### src/rtl/pass_seq_pkg.sv
// rtl/pass_seq_pkg.sv - shared types and constants for the pass sequencer
package pass_seq_pkg;

    localparam int C_BITS_DEF   = 5;
    localparam int CNT_BITS_DEF = 24;

    typedef enum logic [2:0] {
        ST_IDLE,
        ST_FILTER_START,
        ST_FILTER_WAIT,
        ST_THRESH_START,
        ST_THRESH_WAIT,
        ST_DONE,
        ST_ERROR
    } state_e;

    localparam logic [4:0] LED_IDLE   = 5'b00001;
    localparam logic [4:0] LED_FILTER = 5'b00010;
    localparam logic [4:0] LED_THRESH = 5'b00100;
    localparam logic [4:0] LED_DONE   = 5'b01000;
    localparam logic [4:0] LED_ERROR  = 5'b10000;

endpackage

### src/rtl/pass_watchdog.sv
// rtl/pass_watchdog.sv - per-pass wait counter that flags an engine hang
module pass_watchdog #(
    parameter int TIMEOUT_BITS = 20
) (
    input  logic clock,
    input  logic reset,
    input  logic clear,
    input  logic count_en,
    output logic expired
);

    logic [TIMEOUT_BITS-1:0] count_q;
    logic [TIMEOUT_BITS-1:0] count_d;

    always_comb begin
        count_d = count_q;
        if (clear) begin
            count_d = '0;
        end else if (count_en) begin
            count_d = count_q + 1'b1;
        end
    end

    always_ff @(posedge clock) begin
        if (reset) begin
            count_q <= '0;
        end else begin
            count_q <= count_d;
        end
    end

    // Expiry is evaluated on the count before this cycle's increment, so the
    // limit-th wait cycle still lets a concurrent done pulse win.
    assign expired = (count_q == {TIMEOUT_BITS{1'b1}});

endmodule

### src/rtl/pass_sequencer.sv
// rtl/pass_sequencer.sv - run controller for filter/threshold passes; watchdog under PASS_SEQ_WATCHDOG_EN
import pass_seq_pkg::*;

module pass_sequencer #(
    parameter int C_BITS       = C_BITS_DEF,
    parameter int CNT_BITS     = CNT_BITS_DEF,
    parameter int TIMEOUT_BITS = 20
) (
    input  logic                clock,
    input  logic                reset,
    input  logic                iStart,
    input  logic [9:0]          iSW,
    output logic [C_BITS-1:0]   oC,
    output logic                oFilterStart,
    input  logic                iFilterDone,
    output logic                oThreshStart,
    input  logic                iThreshDone,
    output logic                oBusy,
    output logic                oDone,
    output logic                oError,
    output logic [9:0]          oLEDR,
    output logic [CNT_BITS-1:0] oCycles
);

    state_e              state_q, state_d;
    logic [C_BITS-1:0]   c_q, c_d;
    logic [CNT_BITS-1:0] cnt_q, cnt_d;
    logic                start_run;
    logic                wd_expired;
    logic [4:0]          led;
    logic                unused_sw;

    assign unused_sw = ^iSW;
    assign start_run = iStart && (state_q == ST_IDLE || state_q == ST_DONE || state_q == ST_ERROR);

`ifdef PASS_SEQ_WATCHDOG_EN
    pass_watchdog #(
        .TIMEOUT_BITS(TIMEOUT_BITS)
    ) u_watchdog (
        .clock    (clock),
        .reset    (reset),
        .clear    (state_q == ST_FILTER_START || state_q == ST_THRESH_START),
        .count_en ((state_q == ST_FILTER_WAIT && !iFilterDone) ||
                   (state_q == ST_THRESH_WAIT && !iThreshDone)),
        .expired  (wd_expired)
    );
`else
    logic unused_timeout;
    assign unused_timeout = (TIMEOUT_BITS > 0);
    assign wd_expired     = 1'b0;
`endif

    always_ff @(posedge clock) begin
        if (reset) begin
            state_q <= ST_IDLE;
            c_q     <= '0;
            cnt_q   <= '0;
        end else begin
            state_q <= state_d;
            c_q     <= c_d;
            cnt_q   <= cnt_d;
        end
    end

    always_comb begin
        state_d = state_q;
        c_d     = c_q;
        cnt_d   = cnt_q;
        case (state_q)
            ST_IDLE, ST_DONE, ST_ERROR: if (start_run) state_d = ST_FILTER_START;
            ST_FILTER_START:            state_d = ST_FILTER_WAIT;
            ST_FILTER_WAIT: begin
                if (iFilterDone)     state_d = ST_THRESH_START;
                else if (wd_expired) state_d = ST_ERROR;
            end
            ST_THRESH_START:            state_d = ST_THRESH_WAIT;
            ST_THRESH_WAIT: begin
                if (iThreshDone)     state_d = ST_DONE;
                else if (wd_expired) state_d = ST_ERROR;
            end
            default:                    state_d = ST_IDLE;
        endcase
        if (start_run) begin
            c_d   = iSW[9 -: C_BITS];
            cnt_d = '0;
        end else if (oBusy && cnt_q != {CNT_BITS{1'b1}}) begin
            cnt_d = cnt_q + 1'b1;
        end
    end

    always_comb begin
        oFilterStart = (state_q == ST_FILTER_START);
        oThreshStart = (state_q == ST_THRESH_START);
        oBusy        = (state_q == ST_FILTER_START || state_q == ST_FILTER_WAIT ||
                        state_q == ST_THRESH_START || state_q == ST_THRESH_WAIT);
        oDone        = (state_q == ST_DONE);
`ifdef PASS_SEQ_WATCHDOG_EN
        oError       = (state_q == ST_ERROR);
`else
        oError       = 1'b0;
`endif
        case (state_q)
            ST_FILTER_START, ST_FILTER_WAIT: led = LED_FILTER;
            ST_THRESH_START, ST_THRESH_WAIT: led = LED_THRESH;
            ST_DONE:                         led = LED_DONE;
            ST_ERROR:                        led = LED_ERROR;
            default:                         led = LED_IDLE;
        endcase
    end

    assign oC      = c_q;
    assign oCycles = cnt_q;
    assign oLEDR   = {c_q, led};

endmodule
### config.mk
export PLATFORM = sky130hd
export DESIGN_NAME = pass_sequencer
export DESIGN_NICKNAME = d
export VERILOG_FILES = /design/src/rtl/pass_seq_pkg.sv /design/src/rtl/pass_watchdog.sv /design/src/rtl/pass_sequencer.sv
export SDC_FILE = /design/constraint.sdc
export NUM_CORES = 1
export LEC_CHECK = 0
export BUFFER_PORTS_ARGS = -buffer_cell sky130_fd_sc_hd__buf_2
export CAP_MARGIN = 0
export CORE_MARGIN = 2
export CORE_UTILIZATION = 35
export CTS_BUF_LIST = sky130_fd_sc_hd__clkbuf_16
export DETAILED_ROUTE_END_ITERATION = 10
export GPL_TIMING_DRIVEN = 1
export PLACE_DENSITY = 0.6
export SLEW_MARGIN = 30
export SYNTH_ARGS = -nofsm -noshare
export SYNTH_HDL_FRONTEND = slang
export SYNTH_SLANG_ARGS = --single-unit
### constraint.sdc
create_clock -name clock -period 2.65 [get_ports clock]
set_input_delay 0.1325 -clock clock [delete_from_list [all_inputs] [get_ports clock]]
set_output_delay 0.1325 -clock clock [all_outputs]
set_load 0.02 [all_outputs]
# Word level (Yosys, flattened, before mapping)

Index checks and enable logic that the tools add are counted.
Widths: inputs -> output; s select.

Multiplexer cells: 5
Add/subtract/negate cells: 1
Eq/ne operators: 10
Reduce and logical (&&, ||, !) cells: 13

Operators by type and width:

| kind                  | number |
|---|---|
| $add 24x1->24 const B | 1 |
| $ne 24x24->1 const B  | 1 |
| $pmux 5 s4            | 1 |
| $pmux 3 s5            | 1 |
| $eq 3x3->1 const B    | 3 |
| $mux 3                | 3 |
| $eq 3x2->1 const B    | 2 |
| $ne 2x2->1 const B    | 3 |
| $reduce_or 2->1       | 3 |
| $logic_or 1x1->1      | 5 |
| $eq 3x1->1 const B    | 1 |
| $logic_not 3->1       | 1 |
| $reduce_and 3->1      | 1 |
| $reduce_or 3->1       | 1 |
| $logic_and 1x1->1     | 2 |

Word-level logic and storage cells: 32
Output and inout bits: 44
Input bits: 15
Register bits after elaboration: 32

# Longest topological paths before layout

Depth after elaboration: 6
Mapped depth: 7
Gate-level depth less buffers: 6

# Least setup slack after synthesis

OpenSTA, ideal clock, no wires.

Path kind: reg-to-reg
Start: register cnt_q[0] (netlist: oCycles[0])
End: register cnt_q[20] (netlist: oCycles[20])
Data required time: 2579 ps
Setup time: 71 ps
Cell stages (with the launch flop): 7
Period minus slack after synthesis: 2008 ps
Path slack: 642 ps
Arrival time: 1937 ps
Buffers on the path: 0
Cells stage by stage: dfxtp_1 -> ha_1 -> and3_1 -> nand3_1 -> or3_1 -> or3_1 -> a21oi_1

Word-level cells in the longest chain between the ends: 2
Elaborated cells on any way between the ends: 3

Ends and longest elaborated chain:

| element                                               | RTL line             | text |
|---|---|---|
| start, declared                                       | pass_sequencer.sv:27 | `logic [CNT_BITS-1:0] cnt_q, cnt_d;` |
| start signal, assigned                                | pass_sequencer.sv:61 | `cnt_q <= cnt_d;` |
| branches (longest 2 deep; another with $add 24x1->24) | -                    |  |

Several ways; the timed one is not identified.
A chain may end at the register's enable or synchronous reset.

# Worst setup path in the final report

Same ends and word-level chain as after synthesis.

==> results by group <==
Run status
  • Status: complete, no violations

Critical path
  • CP Depth: 7
  • Startpoint types: flip-flop
  • Crit path cell chain: ha_1 -> and3_1 -> nand3_1 -> buf_4 -> or3_1 -> or3_1 -> a21oi_1
  • Worst R2R Path Depth: 7
  • Bufs and invs on worst path: 1
  • Worst path required time: 2.86 ns
  • CP top delay family: simple AND/OR/NAND/NOR gates
  • CP Class: reg -> reg
  • CP max FO: 8
  • CP most frequent cell: or3_1
  • Worst setup EP type: flip-flop
  • Arrival time of the worst setup path: 2.23 ns
  • CP peak stage delay: 0.39 ns
  • Worst path slowest cell: dfxtp_1

Drt
  • Vias: 1558
  • Drt pass-1 iters: 4
  • Initial detailed-routing violation count: 44
  • DRC viols: 0
  • Post-route ant nets: 0
  • Routed wire length: 3842 µm
  • Vias/cell: 5.108
  • Routed WL per cell: 12.60 µm

Power and ir drop
  • Total internal power: 894.7 µW
  • Static Leak: 0.0008845 µW
  • Comb pwr share: 13.1%
  • Sequential share of power: 42.1%
  • Switching share of power: 26.92%
  • Power Dens Cells: 584.5 nW/µm²
  • Clock power frac: 44.7%
  • Switching power: 329.6 µW
  • Peak supply drop: 0.2484 mV

Synth
  • Synth Instances: 202
  • Top-count cell post-synth: dfxtp_1
  • Top FF cell, synth: dfxtp_1
  • Post-synthesis register bit count: 32
  • Synth area leader: dfxtp_1
  • Asr flop ratio synth: 0%
  • Seq/Total Area, Yosys: 38.07%
  • Synth cell types: 41
  • Yosys top cell area share: 38.07%
  • Synthesized net count: 218
  • Mean Syn Cell Area: 8.331 µm²
  • Area contributors post-synth: dfxtp_1 (38%), xnor2_1 (8.8%), nor2_1 (6.7%)
  • Area of the mapped netlist: 1683 µm²
  • EDFF count, synth: 0
  • Yosys warning count: 0
  • Top post-synthesis cells by count: dfxtp_1 (32), nor2_1 (30), xnor2_1 (17), a21oi_1 (11)

Worst hold path
  • Hold Crit Depth: 3
  • Worst min path class: in -> reg

Finish
  • Antenna cells: 0
  • FILL cells: 479
  • Layout cells sized above 1: 28.29%
  • Register Area: 640.6 µm²
  • Net count, final: 266
  • Final instance area: 2095 µm²
  • Area occupied by multi-input gates: 923.4 µm²
  • Synth-to-Final Area Change: 24.46%

Clock network
  • Clk Latency, worst-skew pair: 0.28 ns
  • CTS Buf Count: 5
  • Clock sink count: 32
  • Clock Root Buffer: clkbuf_16
  • Post-CTS sizing: 0
  • CTS tree: done
  • CTS Hold Buffers Added: 0
  • Clock transition at path regs: 0.05 ns
  • Post-CTS Setup Repair Bufs: 0
  • H-Tree Depth: 2
  • CTS max path bufs: 2

Placement
  • IO Port Bufs: 52
  • Dpl hpwl: 2722 µm
  • Final Wtd Congestion: 0.7349
  • Placed instance area: 1956 µm²

Die
  • Die X: 73.34 µm
  • Initial core utilization: 35.87%
  • Core area: 4692 µm²
  • I/O Pins: 59
  • Num rows: 25
  • Die Y: 73.34 µm
  • Die area: 5379 µm²

STA
  • FMAX: 0.4942 GHz
  • Hold Worst Slack: 0.08390 ns
  • RSZ-0062 raised after global routing: false
  • Worst Clk Skew: 0.004904 ns
  • Setup tns final: 0 ns
  • Max_slew headroom: 63.22%
  • Least-Margin Pin Slew: 0.5491 ns
  • Endpoints failing setup: 0
  • Final Critical Period: 2.024 ns
  • Final hold violations: 0
  • Fin. max-slew vios: 0
  • Final Cycle Share: 76.36%

GRT
  • Global-route wire length before repair: 6610 µm
  • Initial antenna violation count: 0
  • Largest net degree at the start of global routing: 22
  • Global route overflow: 0
  • Vias in the first global route: 1424
  • Gr usage total: 15.75%

Job
  • Max-Cap Viols: 0
per-layer routing:
metal / GRT usage [%] / vias up / part of all wire, %
met1: 20.42 / 699 / 49
met2: 23.82 / 47 / 43
li1: - / 805 / -
met5: 0 / - / 0
met4: 5.657 / 0 / 1.1
met3: 6.036 / 7 / 6.8
tightest hold or removal path, cell delays in order:
cell and delay (ns):
buf_2 0.07, mux2i_1 0.05, nor2_1 0.07
cell type report:
class                           instances  share of cell area, %
Inverter                                5                 0.8961
Multi-Input combinational cell        148                  44.09
Clock inverter                          3                 0.6571
Clock buffer                            5                  5.974
Timing Repair Buffer                   58                  14.58
Sequential cell                        32                  30.59
Tap cell                               54                  3.226
power groups by stage:
stage                     clock network [µW]  registers [µW]  logic (µW)
after floorplan                            0             527         123
after global routing                     581             519         180
after global placement                     0             525         160
final                                    548             516         161
after CTS                                563             516         163
after detailed placement                   0             526         162
cells in the final DEF, fill, tap and decap left out, types with 2 or more instances in the layout:
cell,count
mux2i_1,7
and4_1,4
a211oi_1,5
or3_1,5
inv_1,5
nand2b_1,4
clkbuf_16,5
xnor2_1,17
clkinv_2,2
nand4_1,8
o21ai_0,6
nand3_1,10
buf_2,52
dfxtp_1,32
a21oi_1,11
buf_4,6
nor4_1,9
nor3_1,2
nor2_1,30
nand2_1,10
through the flow:
| stage | util (%) | setup slack [ns] | cells | total power (µW) |
|---|---|---|---|---|
| finish | 44.64 | 0.6264 | 305 | 1224 |
| global route | 44.64 | 0.4622 | 305 | 1280 |
| CTS | 44.64 | 0.6125 | 305 | 1241 |
| detailed placement | 41.68 | 0.6344 | 297 | 688.3 |
| global placement | 41.68 | 0.6626 | 297 | 685.6 |
| floorplan | - | 0.6420 | 202 | 650.0 |
final timing paths:
path | start | to | slack (ns)
worst max-delay path | oCycles[0]$_SDFFE_PP0P_ | oCycles[20]$_SDFFE_PP0P_ | 0.63
worst min-delay path | iSW[6] | oC[1]$_SDFFE_PP0P_ | 0.08
worst max register to register | oCycles[0]$_SDFFE_PP0P_ | oCycles[20]$_SDFFE_PP0P_ | 0.63
worst min register to register | oCycles[11]$_SDFFE_PP0P_ | oCycles[11]$_SDFFE_PP0P_ | 0.50
kinds of logic after synthesis:
logic type	synth area share [%]
other	0.2228
adder cells (fa/ha/maj)	0.7434
AO/OA/AOI/OAI	9.889
multiplexers	4.833
buffers and inverters	7.063
XOR/XNOR	9.368
AND/OR/NAND/NOR	29.81
flip-flops	38.07
sequential cells by signal (all words and copies together) (netlist names):
signal   cells
oC           5
oCycles     24
state_q      3
No activity file was read; power rests on OpenSTA's default activity.
